--- config.mk ---
export PLATFORM = sky130hd
export DESIGN_NAME = cpu_run_ctrl
export DESIGN_NICKNAME = d
export VERILOG_FILES = /design/src/rtl/cpu_run_pkg.sv /design/src/rtl/cpu_run_ctrl_clk_en_div.sv /design/src/rtl/cpu_run_ctrl.sv
export SDC_FILE = /design/constraint.sdc
export NUM_CORES = 1
export LEC_CHECK = 0
export ABC_AREA = 1
export BUFFER_PORTS_ARGS = -buffer_cell sky130_fd_sc_hd__buf_2
export CAP_MARGIN = 20
export CORE_ASPECT_RATIO = 0.5
export CORE_MARGIN = 2
export CORE_UTILIZATION = 25
export CTS_BUF_LIST = sky130_fd_sc_hd__clkbuf_4 sky130_fd_sc_hd__clkbuf_8 sky130_fd_sc_hd__clkbuf_16
export DETAILED_ROUTE_END_ITERATION = 8
export GPL_ROUTABILITY_DRIVEN = 0
export PLACE_DENSITY_LB_ADDON = 0.05
export SLEW_MARGIN = 5
export SYNTH_ARGS = -nofsm -noshare
export SYNTH_HDL_FRONTEND = slang
export SYNTH_SLANG_ARGS = --single-unit
--- constraint.sdc ---
create_clock -name Clk -period 3.75 [get_ports Clk]
set_clock_uncertainty 0.1 [all_clocks]
set_input_delay 0.75 -clock Clk [delete_from_list [all_inputs] [get_ports Clk]]
set_output_delay 0.75 -clock Clk [all_outputs]
set_load 0.02 [all_outputs]
--- src/rtl/cpu_run_pkg.sv ---
// Shared encodings for the processor run controller: FSM states and run modes.
package cpu_run_pkg;

    // Controller FSM states (also exported on the State debug port).
    typedef enum logic [1:0] {
        ST_RESET = 2'd0,
        ST_RUN   = 2'd1,
        ST_HALT  = 2'd2,
        ST_STEP  = 2'd3
    } run_state_t;

    // Run-mode selector driven by the debugger/host.
    typedef enum logic [1:0] {
        MODE_RUN          = 2'b00,
        MODE_HALT         = 2'b01,
        MODE_STEP         = 2'b10,
        MODE_RUN_TO_COUNT = 2'b11
    } run_mode_t;

    // HALT and STEP both park the processor; only the step edge differs.
    function automatic logic mode_parks(input run_mode_t mode);
        return (mode == MODE_HALT) || (mode == MODE_STEP);
    endfunction

endpackage

--- src/rtl/cpu_run_ctrl_clk_en_div.sv ---
// Clock-enable divider: Tick is high once every Div+1 cycles.
// The counter wraps on Tick and also whenever it finds itself above a
// freshly lowered Div, so a divisor change never stalls the enable.
module clk_en_div #(
    parameter int DIV_WIDTH = 8
) (
    input  logic                 Clk,
    input  logic                 Rst,
    input  logic                 Clr,
    input  logic [DIV_WIDTH-1:0] Div,
    output logic                 Tick
);

    logic [DIV_WIDTH-1:0] divcnt_reg;

    assign Tick = (divcnt_reg == Div);

    // Free-running divide counter, held at zero while Clr is asserted.
    always_ff @(posedge Clk) begin
        if (Rst || Clr) begin
            divcnt_reg <= '0;
        end else if (divcnt_reg >= Div) begin
            divcnt_reg <= '0;
        end else begin
            divcnt_reg <= divcnt_reg + 1'b1;
        end
    end

endmodule

--- src/rtl/cpu_run_ctrl.sv ---
// Run controller between board clock/reset and the processor: stretches
// reset, issues divided clock-enables, implements run/halt/step/run-to-count
// and keeps a saturating count of issued enables.
module cpu_run_ctrl
    import cpu_run_pkg::*;
#(
    parameter int RST_CYCLES = 4,
    parameter int DIV_WIDTH  = 8,
    parameter int CNT_WIDTH  = 32
) (
    input  logic                 Clk,
    input  logic                 Rst,
    input  logic [1:0]           Mode,
    input  logic                 StepReq,
    input  logic [DIV_WIDTH-1:0] Div,
    input  logic [CNT_WIDTH-1:0] StopCount,
    output logic                 CpuRst,
    output logic                 CpuEn,
    output logic [CNT_WIDTH-1:0] CycleCount,
    output logic                 Halted,
    output logic [1:0]           State
);

    localparam int RW = (RST_CYCLES > 1) ? $clog2(RST_CYCLES) : 1;
    localparam logic [RW-1:0] RST_LAST = RW'(RST_CYCLES - 1);

    run_state_t           state_reg, state_next;
    logic [RW-1:0]        rst_cnt_reg, rst_cnt_next;
    logic                 cpu_rst_reg, cpu_rst_next;
    logic                 cpu_en_reg, en_next;
    logic [CNT_WIDTH-1:0] count_reg, count_next, count_inc;
    logic                 halted_reg;
    logic                 step_q_reg;
    logic                 step_edge;
    logic                 tick;
    logic                 parks;
    logic                 to_count;
    run_mode_t            mode;

    assign mode      = run_mode_t'(Mode);
    assign parks     = mode_parks(mode);
    assign to_count  = (mode == MODE_RUN_TO_COUNT);
    assign step_edge = StepReq & ~step_q_reg;
    assign count_inc = (count_reg == {CNT_WIDTH{1'b1}}) ? count_reg : count_reg + 1'b1;

    clk_en_div #(
        .DIV_WIDTH(DIV_WIDTH)
    ) u_div (
        .Clk (Clk),
        .Rst (Rst),
        .Clr (state_reg == ST_RESET),
        .Div (Div),
        .Tick(tick)
    );

    // Next-state, enable and reset-stretch decisions for the run FSM.
    always_comb begin
        state_next   = state_reg;
        rst_cnt_next = rst_cnt_reg;
        cpu_rst_next = 1'b0;
        en_next      = 1'b0;
        case (state_reg)
            ST_RESET: begin
                cpu_rst_next = 1'b1;
                if (rst_cnt_reg == RST_LAST) begin
                    cpu_rst_next = 1'b0;
                    state_next   = parks ? ST_HALT : ST_RUN;
                end else begin
                    rst_cnt_next = rst_cnt_reg + 1'b1;
                end
            end
            ST_RUN: begin
                if (parks || (to_count && (count_reg >= StopCount))) begin
                    state_next = ST_HALT;
                end else begin
                    en_next = tick;
                    // The enable that reaches the target is the last one.
                    if (to_count && tick && (count_inc >= StopCount)) begin
                        state_next = ST_HALT;
                    end
                end
            end
            ST_HALT: begin
                if (mode == MODE_RUN) begin
                    state_next = ST_RUN;
                end else if (to_count && (count_reg < StopCount)) begin
                    state_next = ST_RUN;
                end else if ((mode == MODE_STEP) && step_edge) begin
                    state_next = ST_STEP;
                end
            end
            ST_STEP: begin
                // Further step edges are ignored until this step completes.
                if (tick) begin
                    en_next    = 1'b1;
                    state_next = ST_HALT;
                end
            end
            default: begin
                state_next = ST_RESET;
            end
        endcase
        count_next = en_next ? count_inc : count_reg;
    end

    // Registered state and outputs; Rst overrides everything.
    always_ff @(posedge Clk) begin
        if (Rst) begin
            state_reg   <= ST_RESET;
            rst_cnt_reg <= '0;
            cpu_rst_reg <= 1'b1;
            cpu_en_reg  <= 1'b0;
            count_reg   <= '0;
            halted_reg  <= 1'b0;
            step_q_reg  <= 1'b0;
        end else begin
            state_reg   <= state_next;
            rst_cnt_reg <= rst_cnt_next;
            cpu_rst_reg <= cpu_rst_next;
            cpu_en_reg  <= en_next;
            count_reg   <= count_next;
            halted_reg  <= (state_next == ST_HALT);
            step_q_reg  <= StepReq;
        end
    end

    assign CpuRst     = cpu_rst_reg;
    assign CpuEn      = cpu_en_reg;
    assign CycleCount = count_reg;
    assign Halted     = halted_reg;
    assign State      = state_reg;

endmodule

==> impl_metrics.csv <==
group,metric,value,unit
run_status,status,"finished, final reports clean",
yosys,synth_flop_cell,"dfxtp_1",
worst_setup_path,ff2ff_setup_slack,380,ps
routing,dr.pass1.iters,4,
floorplan,row_count,36,
finish,drive_gt1_share,21.50,%
cts,cts_root_buf,"clkbuf_16",
yosys,yosys_warnings,0,
timing,rsz0062_at_grt,"no",
timing,hold_violations,0,
global_route,antenna_found_initial,0,
global_route,grt-ovfl-total,0,
hold_path,holdPathStages,1,
yosys,synth_edf_count,0,
finish,regArea,963.4,sq um
place,pre_cts_slack,290.4,ps
timing,holdWs,366.0,ps
timing,tightest_slew,437.2,ps
worst_setup_path,rr_startpoint,"CycleCount[1]",
worst_setup_path,r2r_end,"Halted",
finish,multi_input_comb_area,3500,sq um
yosys,ys_types,39,
power_and_ir_drop,p_leak,3.380,nW
yosys,ys_async_sr_fraction,0,%
routing,vias_per_cell,4.268,
routing,routed_wl,16660,microns
yosys,syn_nets,885,
power_and_ir_drop,total_power,0.001238,W
timing,slew_headroom,70.61,%
routing,ant_nets,0,
floorplan,die-area,21350,sq um
timing,fin_crit,3374,ps
hold_path,whs_endpoint,"u_div.divcnt_reg[0]",
worst_setup_path,crit_arrival,3480,ps
place,place_area,5863,sq um
timing,postLayoutSetupSlackWorst,375.6,ps
timing,drv_slew,0,
timing,setup_tns,0,ps
yosys,synthTopCellsByArea,"ha_1 19%, dfxtp_1 19%, nand2_1 13%, nor2_1 8.7%, inv_1 8.3%",
global_route,grt_pass1_vias,4863,
timing,fmaxAchievable,296.4,MHz
place,hpwl,13880,microns
cts,cts_max_level,2,
job,maxCapViolations,0,
power_and_ir_drop,p_per_area,205.5,nW/um^2
worst_setup_path,worstPathMaxFanout,18,
yosys,synth_seq_cells,48,
cts,clock_path_buffers,2,
floorplan,coreArea,19590,sq um
yosys,synthesis.area,5034,sq um
power_and_ir_drop,vdd_drop_max,144.4,uV
yosys,yosysSeqAreaShare,19.09,%
finish,antenna_cells,0,
finish,stdcell_area,6026,sq um
cts,clock_sinks,48,
cts,postCtsHoldBufs,0,
global_route,grt_pass1_wl,26510,microns
routing,post_drt_wl_per_cell,14.73,microns
finish,largest_reg_flops,32,
floorplan,start_util,25.69,%
floorplan,die_w,204.7,microns
worst_setup_path,r2r_cells,25,
yosys,avgSynthCellArea,6.606,sq um
routing,vias,4827,
yosys,yosys.area.top_type_share,19.39,%
routing,drt_iter0_drc,159,
floorplan,fp.dieH,104.3,microns
cts,numCtsBuffers,5,
global_route,track_usage,16.04,%
finish,syn_to_final_growth,19.71,%
hold_path,worstHoldStart,"u_div.divcnt_reg[0]",
yosys,yosysTopAreaCell,"ha_1",
finish,n_fill_cell,2218,
hold_path,hold_class,"register to register",
timing,finalSetupViolCount,0,
routing,drc,0,
yosys,netlist_instances,762,
cts,clk_latency,300,ps
finish,nets,987,
timing,min_period_over_period,89.98,%
floorplan,ios,82,
worst_setup_path,start_kind,"register",
worst_setup_path,worstSetupPathType,"register to register",
place,port_buffers,81,
global_route,grt_max_degree,30,
worst_setup_path,worst_setup_path_end_kind,"register",
cts,clkTransAtPathRegs,80,ps
cts,cts_tree,"built",
worst_setup_path,critPathRequiredTime,3850,ps
==> where the power goes <==
part           switching, W  internal (W)
Combinational      0.000117     0.0000741
Sequential        0.0000108      0.000525
Clock              0.000229      0.000282
==> cell families after synthesis <==
kind of cell | after synthesis | share of synthesized area [%]
simple gates | 399 | 36.44
buf+inv | 134 | 11.51
fa+ha+maj | 78 | 19.39
compound gates | 76 | 8.874
flops | 48 | 19.09
xor+xnor | 27 | 4.698
==> metrics by stage <==
step	cells	util [%]
5_1_grt	1131	30.75
4_1_cts	1131	30.71
3_5_place_dp	1123	29.92
2_1_floorplan	762	-
6_report	1131	30.75
3_3_place_gp	1123	29.92
==> how the worst max path moves through the flow <==
stage                     slack, ps  depth (start not counted)     end          start
final                           380                         25  Halted  CycleCount[1]
after floorplan                 750                         27  Halted  CycleCount[0]
after global routing             60                         27  Halted  CycleCount[0]
after global placement          300                         22  Halted  CycleCount[1]
after CTS                       250                         22  Halted  CycleCount[1]
after detailed placement        290                         22  Halted  CycleCount[1]
==> worst max-delay path, stage by stage (launching register included) <==
cell and delay [ps]:
dfxtp_2 400, ha_1 210, nand2_1 120, nor3_4 190
inv_2 90, nor2_4 90, inv_2 60, nor2_4 120
nand2_4 100, buf_4 260, o21ai_0 170, ha_1 290
nand2_1 60, nor2_1 40, nand3_1 100, nor2_1 50
nor2_1 90, nand2_1 140, nand2_1 90, nand2_1 60
nand2_1 60, nand2_1 60, o21bai_1 140, nand2_1 60
nand2_1 70, nor2_1 40
==> layout by cell type (no fill, tap or decap), types with 4 or more instances in the layout <==
cell type,count
xnor2_1,6
ha_1,78
nor4_1,5
nand3_1,27
buf_4,28
nand4_1,14
o21ai_0,10
nor3_1,11
dfxtp_1,46
nor2_1,115
a21oi_1,39
inv_2,7
buf_2,81
xor2_1,21
nand2_1,172
nand2_2,12
or2_2,4
clkbuf_16,5
nor2_2,24
o21bai_1,16
inv_1,111
==> final cells by class <==
| class | instances | share of cell area (%) |
|---|---|---|
| inverters | 120 | 7.641 |
| multi-input cells | 580 | 58.08 |
| clock buffers | 8 | 2.554 |
| well taps | 266 | 5.523 |
| flip-flops and latches | 48 | 15.99 |
| repair buffers | 109 | 10.22 |
==> what timing repair did <==
action,CTS,global route
setup buffers,0,0
resized for setup,0,4
setup endpoints to repair,0,3
==> synthesized netlist by cell type (2+ instances only) <==
master / number
or2_2: 4
nor4_2: 2
nand2_2: 12
clkbuf_1: 4
nand4_1: 14
a21oi_1: 40
inv_1: 111
nor3_4: 3
buf_2: 2
nand2_1: 172
nor2_1: 116
nand2_4: 2
o21ai_0: 10
o21bai_1: 16
xnor2_1: 6
o21ai_2: 2
nor3_1: 11
a21o_1: 3
inv_2: 7
nor3_2: 2
o21a_1: 3
xor2_1: 21
nor2_4: 2
ha_1: 78
dfxtp_1: 48
buf_8: 2
nor4_1: 5
buf_6: 5
nand3_1: 27
nor2_2: 23
==> per-layer routing <==
metal | routed length [microns] | share of wire [%] | global-route usage, % | vias up
met5 | 0 | 0 | 0 | -
met4 | 31 | 0.19 | 1.294 | 0
met3 | 706 | 4.2 | 3.258 | 2
met2 | 7182 | 43 | 25.75 | 66
met1 | 8740 | 52 | 22.80 | 2129
li1 | - | - | - | 2630
(Power assumes the default switching activity.)
